$ cat src/rtl/inst_mem_loader.sv
// Streams machine-code words into instruction RAM at consecutive addresses from 0,
// holding the CPU off until the image is complete and keeping a running checksum.
module inst_mem_loader #(
    parameter int unsigned A = 9,
    parameter int unsigned W = 9
) (
    input  logic         Clk,
    input  logic         Reset,
    input  logic         Start,
    input  logic [A:0]   Length,
    input  logic         in_valid,
    input  logic [W-1:0] in_data,
    output logic         in_ready,
    output logic         wr_en,
    output logic [A-1:0] wr_addr,
    output logic [W-1:0] wr_data,
    output logic         busy,
    output logic         done,
    output logic         cpu_hold,
    output logic [W-1:0] checksum
);

    typedef enum logic [1:0] {
        S_IDLE,
        S_LOAD,
        S_DONE
    } state_e;

    state_e       state_q, state_d;
    logic [A-1:0] count_q, count_d;
    logic [A:0]   len_q, len_d;
    logic         wr_en_q, wr_en_d;
    logic [A-1:0] wr_addr_q, wr_addr_d;
    logic [W-1:0] wr_data_q, wr_data_d;
    logic [W-1:0] sum_q, sum_d;
    logic         accept;
    logic         last_beat;

    always_ff @(posedge Clk or posedge Reset) begin
        if (Reset) begin
            state_q   <= S_IDLE;
            count_q   <= '0;
            len_q     <= '0;
            wr_en_q   <= 1'b0;
            wr_addr_q <= '0;
            wr_data_q <= '0;
            sum_q     <= '0;
        end else begin
            state_q   <= state_d;
            count_q   <= count_d;
            len_q     <= len_d;
            wr_en_q   <= wr_en_d;
            wr_addr_q <= wr_addr_d;
            wr_data_q <= wr_data_d;
            sum_q     <= sum_d;
        end
    end

    // count stays at Length-1 on the final beat so a full 2**A load never wraps it
    assign accept    = (state_q == S_LOAD) && in_valid;
    assign last_beat = ({1'b0, count_q} == (len_q - (A+1)'(1)));

    always_comb begin
        state_d   = state_q;
        count_d   = count_q;
        len_d     = len_q;
        wr_en_d   = 1'b0;
        wr_addr_d = wr_addr_q;
        wr_data_d = wr_data_q;
        sum_d     = sum_q;
        case (state_q)
            S_IDLE, S_DONE: begin
                if (Start) begin
                    count_d = '0;
                    sum_d   = '0;
                    len_d   = Length;
                    state_d = (Length == '0) ? S_DONE : S_LOAD;
                end
            end
            S_LOAD: begin
                if (accept) begin
                    wr_en_d   = 1'b1;
                    wr_addr_d = count_q;
                    wr_data_d = in_data;
                    sum_d     = sum_q + in_data;
                    if (last_beat) begin
                        state_d = S_DONE;
                    end else begin
                        count_d = count_q + 1'b1;
                    end
                end
            end
            default: state_d = S_IDLE;
        endcase
    end

    assign in_ready = (state_q == S_LOAD);
    assign busy     = (state_q == S_LOAD);
    assign done     = (state_q == S_DONE);
    assign cpu_hold = (state_q != S_DONE);
    assign wr_en    = wr_en_q;
    assign wr_addr  = wr_addr_q;
    assign wr_data  = wr_data_q;
    assign checksum = sum_q;

endmodule

$ cat config.mk
export PLATFORM = sky130hd
export DESIGN_NAME = inst_mem_loader
export DESIGN_NICKNAME = d
export VERILOG_FILES = /design/src/rtl/inst_mem_loader.sv
export SDC_FILE = /design/constraint.sdc
export NUM_CORES = 1
export LEC_CHECK = 0
export ABC_AREA = 1
export CORE_MARGIN = 2
export CORE_UTILIZATION = 47
export DETAILED_ROUTE_END_ITERATION = 12
export GPL_TIMING_DRIVEN = 0
export HOLD_SLACK_MARGIN = 0.15
export PLACE_DENSITY_LB_ADDON = 0.1
export REMOVE_ABC_BUFFERS = 1
export SYNTH_ARGS = -nofsm -noshare
export SYNTH_HDL_FRONTEND = slang
export SYNTH_SLANG_ARGS = --single-unit
export TNS_END_PERCENT = 20
$ cat constraint.sdc
create_clock -name Clk -period 1.67 [get_ports Clk]
set_input_delay 0.2505 -clock Clk [delete_from_list [all_inputs] [get_ports Clk]]
set_output_delay 0.2505 -clock Clk [all_outputs]
set_load 0.02 [all_outputs]
==> impl_results.md, run 1 <==
* P_sw at 0.00301 W
* Pleak at 1.86 nW
* Total gr overflow at 0
* Reg2Reg Depth at 16
* Core area at 0.00582 mm²
* Buf/Inv on CP at 2
* # DRC at 0
* Area contributors post-synth: dfrtp_1 (44%), nand2_1 (21%), o21ai_0 (5.6%)
* Vias in the first global route at 2382
* Antenna Cells at 0
* CTS max path bufs at 2
* Die W at 80.9 µm
* FFs w/ async S/R, synth at 1.00
* Reg2reg start: len_q[1]
* Initial antenna violation count at 0
* Total Wirelength at 7060 µm
* Power per cell area at ~1700 mW/mm²
* RSZ-0062 raised after global routing: true
* Critical-path cell list: inv_2 -> ha_4 -> inv_2 -> nand2_2 -> nand2_1 -> nor2_1 -> nand2_1 -> nor2_1 -> nand2_1 -> nor2_2 -> nand2_1 -> nand2_2 -> nand2_4 -> nand2_8 -> nand2_1 -> nand2_1
* Vias per std cell at 5.05
* CTS H-tree depth at 2
* Root Buffer: clkbuf_8
* Final setup vio count at 15
* CP dominant cell by count: nand2_1
* Final TNS setup at -2010 ps
* Slew Limit Fails at 0
* Port Buf Inserts at 54
* Stages on worst setup path at 16
* Gate power share at 0.566
* CP endpoint kind: flop
* Top-area cell type share of the netlist area at 0.441
* Wirelength per Cell at 13.4 µm
* Top_reg_cell synth: dfrtp_1
* Clk slew on worst S/H paths at 100 ps
* Clk pwr share at 0.137
* Fillers at 520
* Internal power at 0.00362 W
* Num CTS Buffers at 5
* Latest clock arrival within the worst-skew pair at 320 ps
* Hpwl dp at 4460 µm
* Antenna Violating Nets Remaining at 0
* Critical path class: flop to flop
* Sw Share at 0.454
* Mapped Cells at 382
* YS warnings at 0
* Area of the die at 0.00654 mm²
* Iter 0 DRT Violations at 157
* # hold bufs at CTS at 0
* Fin nets at 485
* Crit path to: count_q[2]
* Max Cap Violations at 0
* Number of synthesized flops with an enable pin at 0
* Crit path max-delay family: simple AND/OR/NAND/NOR gates
* CTS tree: built
* Initial Util at 0.478
* Worst setup startpoint: len_q[1]
* VDD IR max at 1.19 mV
* Synth area leader: dfrtp_1
* Gr usage total at 0.217
* Syn Area/Cell at 7.27 µm²
* Worst Tran Pin Value at approximately 540 ps
* Slowest Stage Delay on Critical Path at 370 ps
* Vias at 2663
* DRT Pass-1 Iters at 4
* Final number of hold-violating endpoints at 0
* Clock sink count at slightly below 50
* CP Max Fanout at 6
* Commonest non-fill, non-tap cell in the layout: nand2_1
* Pwr Total at 0.00663 W
* Synth Register Bits at 49
* CP Data Required Time at roughly 1900 ps
* CP arrival at 2130 ps
* Flop-to-flop setup slack at -200 ps
* Share of cells above drive strength 1 at 0.142
* Tmin final at 1870 ps
* Worst path slowest cell: dfrtp_1
* Slew HR at 0.638
* Final cell count without fillers at about 530
* Worst setup SP type: flop
* Fmax at 535 MHz
* Failing checks: setup timing
* Layout Skew at 9.16 ps
* Synth cell types at 29
* Largest net degree at the start of global routing at 41
* Sequential-to-total area share from yosys stat at 0.441
* GPL Wtd Cong at 0.841
* Placed Cells at around 500
* Setup ws final at -198 ps
* First-pass GRT wire length at 11000 µm
* Commonest non-fill, non-tap cells in the layout: nand2_1 (145), dfrtp_1 (48), clkdlybuf4s50_1 (46)
* Status: finished, violations left
* End of the worst register-to-register path: count_q[2]
* Hold crit path type: input pin to asynchronous set/reset pin
* Die Y at 80.9 µm
* Row cnt at 28
* Final Cycle Share at 1.12
* I/O Pins at 55
* Seq pwr share at 0.297
* Layout area overhead at 37.6%
* Synth Cell Area at 0.00278 mm²
## area by class of cell
cell class	count	area, µm²	share of cell area
clock buffers	6	82.6	0.0216
clock inverters	2	37.5	0.00982
inverters	36	139	0.0363
multi-input cells	289	1540	0.402
flip-flops and latches	49	1230	0.321
well taps	75	93.8	0.0245
repair buffers	69	698	0.183
repair inverters	1	7.51	0.00196
## power groups by stage
stage               logic [W]  registers, W  clock network (W)
detailed placement    0.00309       0.00194                  0
CTS                   0.00338       0.00194           0.000927
global placement      0.00302       0.00193                  0
finish                0.00376       0.00197           0.000909
global route          0.00417       0.00202           0.000973
floorplan             0.00177       0.00216                  0
## worst min path at each step
| stage | start | to | slack [ps] |
|---|---|---|---|
| after CTS | Reset | checksum[2] | 180 |
| after global placement | wr_data[5] | wr_data[5] | 450 |
| final | Reset | wr_data[5] | 170 |
| after floorplan | in_data[0] | wr_data[0] | 370 |
| after global routing | Reset | wr_data[5] | 190 |
| after detailed placement | wr_data[2] | wr_data[2] | 460 |
## layer usage
metal	vias to the layer above	track usage	wire [µm]
met4	0	0.0915	114
met3	10	0.0300	226
met1	1248	0.311	3300
li1	1351	-	-
met5	-	0	0
met2	54	0.329	3420
## cell families after synthesis
logic type | after synthesis | share of synthesized area
compound gates | 45 | 0.0837
xor+xnor | 8 | 0.0252
fa+ha+maj | 11 | 0.0522
buf+inv | 46 | 0.0648
flops | 49 | 0.441
simple gates | 223 | 0.333
## synthesized netlist by cell type (2+ instances only)
cell	count
nor4_1	4
nor3_1	2
nand2_1	152
buf_2	3
ha_1	10
nand2_4	2
nor2_2	4
inv_1	35
a21oi_1	10
nor2_1	30
nand3_1	23
xor2_1	7
nand4_1	2
dfrtp_1	49
o21ai_0	31
clkbuf_1	5
## registers in the layout (all words and copies together), names as in the netlist
register and cells:
len_q 10, checksum 9, count_q 9, wr_addr 9, wr_data 9, state_q 2
wr_en 1
## per-stage QoR
stage          utilization  cell area (µm²)  hold WS [ps]  setup slack, ps
6_report             0.657             3820           173             -198
5_1_grt              0.657             3820           186             -322
4_1_cts              0.623             3620           180             -191
3_5_place_dp         0.583             3390           460             -846
3_3_place_gp         0.579             3370           452             -827
2_1_floorplan            -             2730           367             -142
## what timing repair did
item | 4_1_cts | 5_1_grt
gates cloned | 3 | 0
pin swaps | 8 | 15
resized for setup | 24 | 29
setup buffers | 4 | 10
endpoints found under the setup margin | 52 | 43
(Power assumes the default switching activity.)
==> run 2, diff against run 1 <==
CELL_PAD_IN_SITES_DETAIL_PLACEMENT = 0   (was default)
CELL_PAD_IN_SITES_GLOBAL_PLACEMENT = 1   (was default)
CORE_UTILIZATION = 33   (was 47)
==> run 2 against run 1 <==
Against the previous run: the run still ends with setup timing left; non-clock buffer count is 2 higher; global-route usage is 4.9 points lower; die area is 40% higher; first-iteration DRC count is 13% lower; combinational power is 2% lower; count of clock-buffer cells in the layout is 2 higher; final cell count is 6.1% higher; clock skew is 3.6 ps lower; total power is 4.2% lower; setup slack better by 44 ps; sequential cell count stayed put; critical path depth is 13 lower; critical endpoint is now in_ready; largest cell class unchanged.
==> impl_results.md, run 2 (synthesized netlist as in run 1, its figures left out) <==
* Status: finished, violations left
* Failing checks: setup timing
* Hold crit path type: input pin to asynchronous set/reset pin
* # hold bufs at CTS at 0 (unchanged)
* CTS max path bufs at 2 (unchanged)
* Seq pwr share at 0.308 (+0.011)
* Worst setup startpoint: state_q[0]
* Clk slew on worst S/H paths at 90 ps (about the same)
* CP arrival at 1570 ps (-560 ps)
* WHS at 189 ps (+16.9 ps)
* Clock sink count at 49 (unchanged)
* VDD IR max at 0.824 mV (-31%)
* Crit path max-delay family: flip-flops
* Die Y at 95.8 µm (+18%)
* Die W at 95.8 µm (+18%)
* Initial antenna violation count at 0 (unchanged)
* GPL Wtd Cong at 0.785 (-6.7%)
* Fmax at 548 MHz (+2.4%)
* Placed Cells at 532 (+6.0%)
* Final setup vio count at 12 (-3)
* Max Cap Violations at 0 (unchanged)
* Pleak at 1.81 nW (-2.7%)
* I/O Pins at 55 (unchanged)
* Latest clock arrival within the worst-skew pair at 300 ps (-20 ps)
* Gr usage total at 0.168 (-0.0487)
* Area of the die at 0.00917 mm² (+40%)
* DRT Pass-1 Iters at 4 (unchanged)
* Clk pwr share at 0.110 (-0.027)
* Max reg flops at 10 (unchanged)
* Layout area overhead at 36.2%
* Port Buf Inserts at 54 (unchanged)
* Setup ws final at -154 ps (+44.3 ps)
* Total Wirelength at 7200 µm (+2.0%)
* Iter 0 DRT Violations at 137 (-13%)
* Vias in the first global route at 2459 (+3.2%)
* Fillers at 850 (+63%)
* RSZ-0062 raised after global routing: true
* Hpwl dp at 4960 µm (+11%)
* Num CTS Buffers at 5 (unchanged)
* Worst Tran Pin Value at 515 ps (-28.1 ps)
* Sw Share at 0.460 (+0.00657)
* Core area at 0.00818 mm² (+41%)
* Reg2reg start: len_q[0]
* CTS tree: built
* Layout Skew at 5.55 ps (-3.62 ps)
* Tmin final at 1820 ps (-44.3 ps)
* Fin nets at 487 (+0.41%)
* Worst path slowest cell: dfrtp_2
* Buf/Inv on CP at 2 (unchanged)
* Slew Limit Fails at 0 (unchanged)
* Critical-path cell list: inv_1 -> nor2_4 -> dlygate4sd2_1
* # DRC at 0 (unchanged)
* Slowest Stage Delay on Critical Path at 530 ps (+160 ps)
* Final number of hold-violating endpoints at 0 (unchanged)
* Vias at 2606 (-2.1%)
* Final cell count without fillers at 559 (+6.1%)
* Final Cycle Share at 1.09 (-0.0266)
* Slew HR at 0.654 (+0.0159)
* Worst setup SP type: flop
* Pwr Total at 0.00635 W (-4.2%)
* Row cnt at 33 (+18%)
* Share of cells above drive strength 1 at 0.134 (-0.00723)
* CTS H-tree depth at 2 (unchanged)
* Gate power share at 0.582 (+0.016)
* Initial Util at 0.340 (-0.138)
* Total gr overflow at 0 (unchanged)
* Biggest register: len_q
* CP Max Fanout at 7 (+1)
* Commonest non-fill, non-tap cell in the layout: nand2_1
* Wirelength per Cell at 12.9 µm (-3.8%)
* Internal power at 0.00343 W (-5.3%)
* Power per cell area at 1680 mW/mm² (-3.2%)
* Antenna Cells at 0 (unchanged)
* Largest net degree at the start of global routing at 41 (unchanged)
* Antenna Violating Nets Remaining at 0 (unchanged)
* Vias per std cell at 4.66 (-7.7%)
* First-pass GRT wire length at 11900 µm (+8.2%)
* Root Buffer: clkbuf_8
* Final TNS setup at -1460 ps (+554 ps)
* Critical path class: flop to primary output
* P_sw at 0.00293 W (-2.8%)
* CP Data Required Time at 1420 ps (-510 ps)
* Commonest non-fill, non-tap cells in the layout: nand2_1 (148), dfrtp_1 (48), clkdlybuf4s50_1 (48)
* CP endpoint kind: primary output
## run 2: cell count changes in the layout (fill, tap and decap cells not counted), sizes merged
cell           delta
inv               -1
buf               +3
clkbuf            +3
clkdlybuf4s15     -1
clkdlybuf4s50     +2
dlymetal6s2s      -2
dlygate4sd2       -1
bufinv            -1
## run 2: final timing paths
check	to	slack (ps)	cells after the start
min	wr_addr[2]	190	2
max reg2reg	count_q[3]	-130	16
min reg2reg	wr_data[4]	470	2
min in group Clk	wr_data[2]	280	3
max	in_ready	-150	3
max in group asynchronous	state_q[0]	970	3
## run 2: worst reg2reg max path: stages, from the launching register on
cell,delay (ps)
dfrtp_1,380
inv_2,60
ha_4,260
inv_2,30
nand2_1,50
nand2_1,50
nor2_1,90
nand2_1,60
nor2_1,80
nand2_1,60
nor2_2,120
nand2_2,90
nand2_4,120
nand2_8,90
nand2_8,100
nand2_1,50
nand2_1,60
## run 2: metal layers
metal,vias up,global-route usage,part of all wire
met5,-,0,0
met4,0,0.0357,0.0085
met3,7,0.0266,0.035
met2,44,0.262,0.44
met1,1198,0.247,0.52
li1,1357,-,-
## run 2: stage by stage
| stage | util | worst slack (ps) | cell area (µm²) |
|---|---|---|---|
| 2_1_floorplan | - | -142 | 2730 |
| 3_3_place_gp | 0.417 | -977 | 3410 |
| 3_5_place_dp | 0.419 | -1110 | 3430 |
| 4_1_cts | 0.455 | -208 | 3720 |
| 5_1_grt | 0.463 | -279 | 3780 |
| 6_report | 0.463 | -154 | 3780 |
## run 2: layout make-up
cell class	instances	area, µm²	share of cell area
Timing Repair inverter	1	7.51	0.00198
Sequential cell	49	1230	0.324
Clock buffer	8	80.1	0.0212
Multi-Input combinational cell	289	1510	0.399
Inverter	36	143	0.0377
Timing Repair Buffer	71	686	0.181
Tap cell	105	131	0.0347
## run 2: what timing repair did
action / CTS / global route
setup buffers: 13 / 3
setup endpoints to repair: 52 / 21
pin swaps: 9 / 6
gates cloned: 3 / 0
gates resized for setup: 32 / 15
## run 2: power by group through the flow
stage | logic (W) | registers, W | clock network, W
floorplan | 0.00177 | 0.00216 | 0
global placement | 0.00312 | 0.00193 | 0
detailed placement | 0.00316 | 0.00194 | 0
CTS | 0.00362 | 0.00194 | 0.000738
global route | 0.00416 | 0.00201 | 0.000778
finish | 0.00370 | 0.00196 | 0.000700
